`src/rtl/anim_pkg.sv`:
```
// Shared types and constants for the 7-segment activity animator.
// State encoding, modo encodings, segment patterns and width helpers.
package anim_pkg;

  typedef enum logic [1:0] {
    ST_IDLE = 2'd0,
    ST_RUN  = 2'd1,
    ST_HOLD = 2'd2
  } estado_t;

  localparam logic [1:0] MODO_FWD   = 2'b00;
  localparam logic [1:0] MODO_REV   = 2'b01;
  localparam logic [1:0] MODO_BLINK = 2'b10;
  localparam logic [1:0] MODO_OFF   = 2'b11;

  localparam logic [6:0] SEG_A   = 7'h01;
  localparam logic [6:0] SEG_B   = 7'h02;
  localparam logic [6:0] SEG_C   = 7'h04;
  localparam logic [6:0] SEG_D   = 7'h08;
  localparam logic [6:0] SEG_E   = 7'h10;
  localparam logic [6:0] SEG_F   = 7'h20;
  localparam logic [6:0] SEG_G   = 7'h40;
  localparam logic [6:0] SEG_ALL = SEG_A | SEG_B | SEG_C | SEG_D | SEG_E | SEG_F | SEG_G;

  localparam int unsigned N_FASES = 6;

  // Counter width for a given modulus, never below one bit.
  function automatic int unsigned clog2_min1(input int unsigned m);
    return (m > 1) ? $clog2(m) : 1;
  endfunction

  // Outer-ring segment for a spin position; g is never part of the ring.
  function automatic logic [6:0] seg_fase(input logic [2:0] i);
    case (i)
      3'd0:    return SEG_A;
      3'd1:    return SEG_B;
      3'd2:    return SEG_C;
      3'd3:    return SEG_D;
      3'd4:    return SEG_E;
      3'd5:    return SEG_F;
      default: return 7'h00;
    endcase
  endfunction

endpackage

```
`src/rtl/pulso_div.sv`:
```
// Modulo-N counter emitting a one-cycle tick on its last count.
// Used for the animation step prescaler and the digit scan divider.
module pulso_div
  import anim_pkg::*;
#(
  parameter int unsigned MODULO = 2
) (
  input  logic clock,
  input  logic reset_n,
  input  logic en,
  input  logic clr,
  output logic tick_c
);

  localparam int unsigned CW = clog2_min1(MODULO);
  localparam logic [CW-1:0] ULTIMO = CW'(MODULO - 1);

  logic [CW-1:0] cnt;

  assign tick_c = en && !clr && (cnt == ULTIMO);

  always_ff @(posedge clock or negedge reset_n) begin
    if (!reset_n) begin
      cnt <= '0;
    end else if (clr) begin
      cnt <= '0;
    end else if (en) begin
      cnt <= tick_c ? '0 : cnt + CW'(1);
    end
  end

endmodule

```
`src/rtl/anim_segmentos.sv`:
```
// Multi-digit rotating-segment activity animator with hold time.
// Request synchronisers, IDLE/RUN/HOLD control, phase/blink state and digit scan.
module anim_segmentos
  import anim_pkg::*;
#(
  parameter int unsigned N_DIG      = 4,
  parameter int unsigned PRESC      = 50000,
  parameter int unsigned SCAN_DIV   = 1000,
  parameter int unsigned HOLD_STEPS = 12
) (
  input  logic             clock,
  input  logic             reset_n,
  input  logic             sinal,
  input  logic             botao,
  input  logic [1:0]       modo,
  output logic [6:0]       segmentos,
  output logic [N_DIG-1:0] anodo,
  output logic             ativo
);

  localparam int unsigned DW = clog2_min1(N_DIG);
  localparam int unsigned HW = clog2_min1(HOLD_STEPS + 1);
  localparam int unsigned SW = clog2_min1(N_FASES + N_DIG);
  localparam logic [N_DIG-1:0] ANODO_0 = N_DIG'(1);

  logic          sinal_m, sinal_s, botao_m, botao_s;
  logic          req;
  estado_t       estado_q, estado_d;
  logic          passo, scan_tick;
  logic [2:0]    fase;
  logic          pisca;
  logic [1:0]    modo_r;
  logic [HW-1:0] hold_cnt;
  logic [DW-1:0] digito;
  logic [SW-1:0] soma;
  logic [2:0]    idx;
  logic [6:0]       seg_d;
  logic [N_DIG-1:0] anodo_d;
  logic             ativo_d;

  // Two-flop synchronisers on both asynchronous request inputs.
  always_ff @(posedge clock or negedge reset_n) begin
    if (!reset_n) begin
      sinal_m <= 1'b0;
      sinal_s <= 1'b0;
      botao_m <= 1'b0;
      botao_s <= 1'b0;
    end else begin
      sinal_m <= sinal;
      sinal_s <= sinal_m;
      botao_m <= botao;
      botao_s <= botao_m;
    end
  end

  assign req = sinal_s | botao_s;

  pulso_div #(.MODULO(PRESC)) u_presc (
    .clock   (clock),
    .reset_n (reset_n),
    .en      (estado_q != ST_IDLE),
    .clr     (estado_q == ST_IDLE),
    .tick_c  (passo)
  );

  pulso_div #(.MODULO(SCAN_DIV)) u_scan (
    .clock   (clock),
    .reset_n (reset_n),
    .en      (1'b1),
    .clr     (1'b0),
    .tick_c  (scan_tick)
  );

  always_ff @(posedge clock or negedge reset_n) begin
    if (!reset_n) estado_q <= ST_IDLE;
    else          estado_q <= estado_d;
  end

  // Off mode overrides everything; HOLD leaves on the step that exhausts the counter.
  always_comb begin
    estado_d = estado_q;
    case (estado_q)
      ST_IDLE: if (req) estado_d = ST_RUN;
      ST_RUN:  if (!req) estado_d = ST_HOLD;
      ST_HOLD: begin
        if (req)                                estado_d = ST_RUN;
        else if (passo && hold_cnt == HW'(1))   estado_d = ST_IDLE;
      end
      default: estado_d = ST_IDLE;
    endcase
    if (modo == MODO_OFF) estado_d = ST_IDLE;
  end

  // Phase, blink flag, latched display mode and hold counter.
  always_ff @(posedge clock or negedge reset_n) begin
    if (!reset_n) begin
      fase     <= 3'd0;
      pisca    <= 1'b1;
      modo_r   <= MODO_FWD;
      hold_cnt <= '0;
    end else begin
      if (estado_q == ST_IDLE) begin
        if (estado_d == ST_RUN) begin
          fase   <= 3'd0;
          pisca  <= 1'b1;
          modo_r <= modo;
        end
      end else if (passo) begin
        modo_r <= modo;
        case (modo)
          MODO_FWD:   fase  <= (fase == 3'd5) ? 3'd0 : fase + 3'd1;
          MODO_REV:   fase  <= (fase == 3'd0) ? 3'd5 : fase - 3'd1;
          MODO_BLINK: pisca <= ~pisca;
          default:    ;
        endcase
      end
      if (estado_q == ST_RUN && estado_d == ST_HOLD) begin
        hold_cnt <= HW'(HOLD_STEPS);
      end else if (estado_q == ST_HOLD && passo) begin
        hold_cnt <= hold_cnt - HW'(1);
      end
    end
  end

  always_ff @(posedge clock or negedge reset_n) begin
    if (!reset_n) begin
      digito <= '0;
    end else if (scan_tick) begin
      digito <= (digito == DW'(N_DIG - 1)) ? '0 : digito + DW'(1);
    end
  end

  assign soma = SW'(fase) + SW'(digito);
  assign idx  = 3'(soma % SW'(N_FASES));

  always_comb begin
    seg_d   = 7'h00;
    anodo_d = '0;
    ativo_d = 1'b0;
    if (estado_q != ST_IDLE) begin
      ativo_d = 1'b1;
      anodo_d = ANODO_0 << digito;
      case (modo_r)
        MODO_FWD, MODO_REV: seg_d = seg_fase(idx);
        MODO_BLINK:         seg_d = pisca ? SEG_ALL : 7'h00;
        default:            seg_d = 7'h00;
      endcase
    end
  end

  // Segments and anode update on the same edge so no digit shows a neighbour's pattern.
  always_ff @(posedge clock or negedge reset_n) begin
    if (!reset_n) begin
      segmentos <= 7'h00;
      anodo     <= '0;
      ativo     <= 1'b0;
    end else begin
      segmentos <= seg_d;
      anodo     <= anodo_d;
      ativo     <= ativo_d;
    end
  end

endmodule

```
`config.mk`:
```
export PLATFORM = sky130hd
export DESIGN_NAME = anim_segmentos
export DESIGN_NICKNAME = d
export VERILOG_FILES = /design/src/rtl/anim_pkg.sv /design/src/rtl/pulso_div.sv /design/src/rtl/anim_segmentos.sv
export SDC_FILE = /design/constraint.sdc
export NUM_CORES = 1
export LEC_CHECK = 0
export CORE_ASPECT_RATIO = 1.1
export CORE_UTILIZATION = 59
export DETAILED_ROUTE_END_ITERATION = 8
export GPL_TIMING_DRIVEN = 0
export PLACE_DENSITY = 0.79
export SYNTH_ARGS = -nofsm -noshare
export SYNTH_HDL_FRONTEND = slang
export SYNTH_HIERARCHICAL = 1
export SYNTH_SLANG_ARGS = --single-unit
export TNS_END_PERCENT = 100
```
`constraint.sdc`:
```
create_clock -name clock -period 3.4 [get_ports clock]
set_input_delay 0.68 -clock clock [delete_from_list [all_inputs] [get_ports clock]]
set_output_delay 0.68 -clock clock [all_outputs]
set_load 0.01 [all_outputs]
```
==> impl_metrics.ini <==
[sta]
setup_slack_ns = 0.415
final-hold-violation-count = 0
finalSetupViolations = 0
rsz0062_at_grt = no
slew_headroom_pct = 57.0
period_share_pct = 87.8
tightest_slew_ns = 0.643
fin_skew_ns = 0.00590
min_period_ns = 2.99
clock.fmax_mhz = 335
fin_setup_tns_ns = 0
finalMaxSlewViolations = 0

[placement]
dp_hpwl_um = 3820
io_buffers = 17
place.gp.congestion = 0.821
pre_cts_slack_ns = 0.271
placed_cells = 384

[final_layout]
final_core_util_pct = 68.2
antenna_cells = 0
nFillCells = 400
syn_to_final_growth_pct = 11.8
final_cells = 392
drive_above_1_share_pct = 11.1
layout.nets = 351

[logic_synthesis]
synth_mux_area_share_pct = 0.991
synth-async-reset-ratio_pct = 100
synth_edf_count = 0
synth-seq-area-share_pct = 46.3
synthAdderAreaFrac_pct = 5.20
synth_compound_area_share_pct = 14.8
synth_area_sq_um = 3030
synth_seq_cells = 56
synth_simple_gate_area_share_pct = 25.1
synthXorXnorAreaFrac_pct = 3.47
synth_top_family_by_area = simple AND/OR/NAND/NOR gates
syn_inst = 307
synth.distinct_cells = 61
ys.flop_type = dfrtp_1
post_synth.cell_area_avg_sq_um = 9.87
synth-warning-count = 6

[floorplanning]
coreArea_sq_um = 4970
start_util_pct = 61.0
io_pins = 18
die_w_um = 70.3
die-area_sq_um = 5430
rows = 27
die_height_um = 77.2

[routing]
ant_nets = 0
vias_per_cell = 5.96
vias = 2338
drt_first_pass_iters = 4
initialDrtViolationCount = 194
drc = 0
routed_wl_um = 5330
wl_per_cell_um = 13.6

[setup_path]
critical_path_buf_inv_count = 4
start_kind = flop
r2r_slack_ns = 0.41
r2r-start = estado_q[0]
required_ns = 3.60
critPathKind = flop to flop
cp_slowest_stage_delay_ns = 0.41
end_kind = flop
cp.arrival_ns = 3.18
cp_slowest_cell = clkbuf_1
reg2reg_to = hold_cnt[3]
reg2reg_depth = 12
crit_family = simple AND/OR/NAND/NOR gates
cp_max_fo = 15
path_cells = or2_1 -> buf_4 -> inv_1 -> nor2b_1 -> clkbuf_1 -> clkbuf_1 -> nand2_1 -> nor2_2 -> nand3b_1 -> nor4_1 -> xnor2_1 -> nand2_1

[pwr]
irDropWorstVdd_mv = 0.211
power_density_nw_per_um2 = 378
p_leak_nw = 1.42

[grt]
first_global_vias = 2200
grt_usage_pct = 21.6
grt_pass1_wl_um = 9470
grt_overflow = 0
grt_max_degree = 30
antenna_found_initial = 0

[cts]
cts_root_buf = clkbuf_8
cts-buffers-inserted = 5
numClockSinks = 56
cts.clk_slew.worst_paths_ns = 0.09
cts_resized = 0
h-tree-depth = 2
cts_tree = done
postCtsSetupBuffers = 0
clock_latency_ns = 0.30
cts_hold_buf = 0
cts_buffer_depth = 2

[outcome]
status = finished, final reports clean

[hold_path]
hp-class = flop to flop
holdCritStartpoint = botao_m
hold_depth = 0
holdPathEnd = botao_s

[run]
maxCapViolCount = 0
-- logic make-up (layout without fill, tap and decap cells) --
| logic type | Yosys count | in the layout |
|---|---|---|
| AND/OR/NAND/NOR | 127 | 127 |
| AO/OA/AOI/OAI | 68 | 68 |
| flip-flops | 56 | 56 |
| buffers and inverters | 28 | 54 |
| adder cells (fa/ha/maj) | 12 | 12 |
| XOR/XNOR | 12 | 12 |
| other | 2 | 3 |
| multiplexers | 2 | 2 |
-- metrics by stage --
| stage | hold WS [ns] | power [mW] | instance area [sq um] |
|---|---|---|---|
| finish | 0.360 | 1.28 | 3390 |
| global route | 0.368 | 1.35 | 3390 |
| CTS | 0.365 | 1.30 | 3390 |
| detailed placement | 0.343 | 0.930 | 3290 |
| global placement | 0.334 | 0.923 | 3280 |
| floorplan | 0.331 | 0.845 | 3030 |
-- registers in the layout (all words and copies together) (netlist names), 2 cells and up --
register / cells
fase: 3
modo_r: 2
digito: 2
u_presc/cnt: 16
anodo: 4
estado_q: 2
u_scan/cnt: 10
hold_cnt: 4
segmentos: 7
-- final cells by class --
cell class / count / area (sq um) / area share [%]
clock inverters: 1 / 7.51 / 0.222
flip-flops and latches: 56 / 1400 / 41.4
multi-input cells: 224 / 1520 / 44.7
well taps: 58 / 72.6 / 2.14
plain buffers: 11 / 55.1 / 1.62
repair buffers: 18 / 185 / 5.47
inverters: 17 / 63.8 / 1.88
clock buffers: 7 / 86.3 / 2.55
-- worst max-delay path by stage --
stage	startpoint	endpoint	slack, ns	cells past startpoint
floorplan	estado_q[1]	hold_cnt[3]	0.91	12
CTS	estado_q[1]	hold_cnt[3]	0.26	12
global placement	reset_n	u_scan/cnt[1]	-0.02	1
global route	estado_q[1]	hold_cnt[3]	0.09	12
detailed placement	estado_q[0]	hold_cnt[3]	0.27	12
finish	estado_q[0]	hold_cnt[3]	0.41	12
-- layout by cell type (no fill, tap or decap), types with 4 or more instances in the layout --
cell type / Yosys / final
and2_1: 4 / 4
nand4_1: 7 / 7
clkbuf_1: 6 / 7
xnor2_1: 6 / 6
a21oi_1: 12 / 12
nand3_1: 11 / 11
inv_1: 17 / 17
a31oi_1: 16 / 16
o21ai_0: 12 / 12
nand2_1: 29 / 29
nor2_1: 20 / 19
clkdlybuf4s50_1: 0 / 16
o22ai_1: 6 / 6
dfrtp_1: 55 / 55
clkbuf_8: 0 / 6
xor2_1: 6 / 6
nor4_1: 5 / 5
nand3b_1: 5 / 5
nor3b_1: 4 / 4
nand2b_1: 5 / 5
ha_1: 11 / 11
nor3_1: 4 / 4
-- report_power, final --
group,total [mW],leakage (nW),internal (mW),switching [mW]
logic,0.185,0.647,0.0884,0.0961
clock network,0.367,0.0445,0.166,0.201
registers,0.731,0.731,0.705,0.0259
-- worst register-to-register path, delay by kind of cell, from the launching register on --
kind / cells / cell delay (ns)
buffers and inverters: 4 / 1.03
xor gates and xnor gates: 1 / 0.16
and+or+nand+nor: 7 / 1.29
DFF: 1 / 0.40
-- cell usage after synthesis (2+ instances only) --
master / instances / share of area [%]
dfrtp_1: 55 / 45
nand2_1: 29 / 3.6
nor2_1: 20 / 2.5
inv_1: 17 / 2.1
a31oi_1: 16 / 3.3
a21oi_1: 12 / 2.0
o21ai_0: 12 / 2.0
ha_1: 11 / 4.5
nand3_1: 11 / 1.8
nand4_1: 7 / 1.4
clkbuf_1: 6 / 0.74
o22ai_1: 6 / 1.2
xnor2_1: 6 / 1.7
xor2_1: 6 / 1.7
nand2b_1: 5 / 1.0
nand3b_1: 5 / 1.2
nor4_1: 5 / 1.0
and2_1: 4 / 0.83
nor3_1: 4 / 0.66
nor3b_1: 4 / 0.99
a32o_1: 3 / 0.99
and3_1: 3 / 0.62
buf_4: 3 / 0.74
nand4_2: 3 / 1.2
nor2b_1: 3 / 0.62
o211ai_1: 3 / 0.74
o21ai_1: 3 / 0.50
or2_2: 3 / 0.62
or3_1: 3 / 0.62
a211o_1: 2 / 0.58
a31o_2: 2 / 0.58
and4bb_2: 2 / 0.83
buf_2: 2 / 0.33
conb_1: 2 / 0.25
mux2_4: 2 / 0.99
nand4b_1: 2 / 0.58
-- routing by layer --
metal  vias up  wire length (um)  GRT usage (%)
met1      1113              2520           27.5
met3         4               164           4.07
li1       1165                 -              -
met2        56              2590           36.7
met4         0                54           7.60
met5         -                 0              0
No activity file was read; power rests on OpenSTA's default activity.
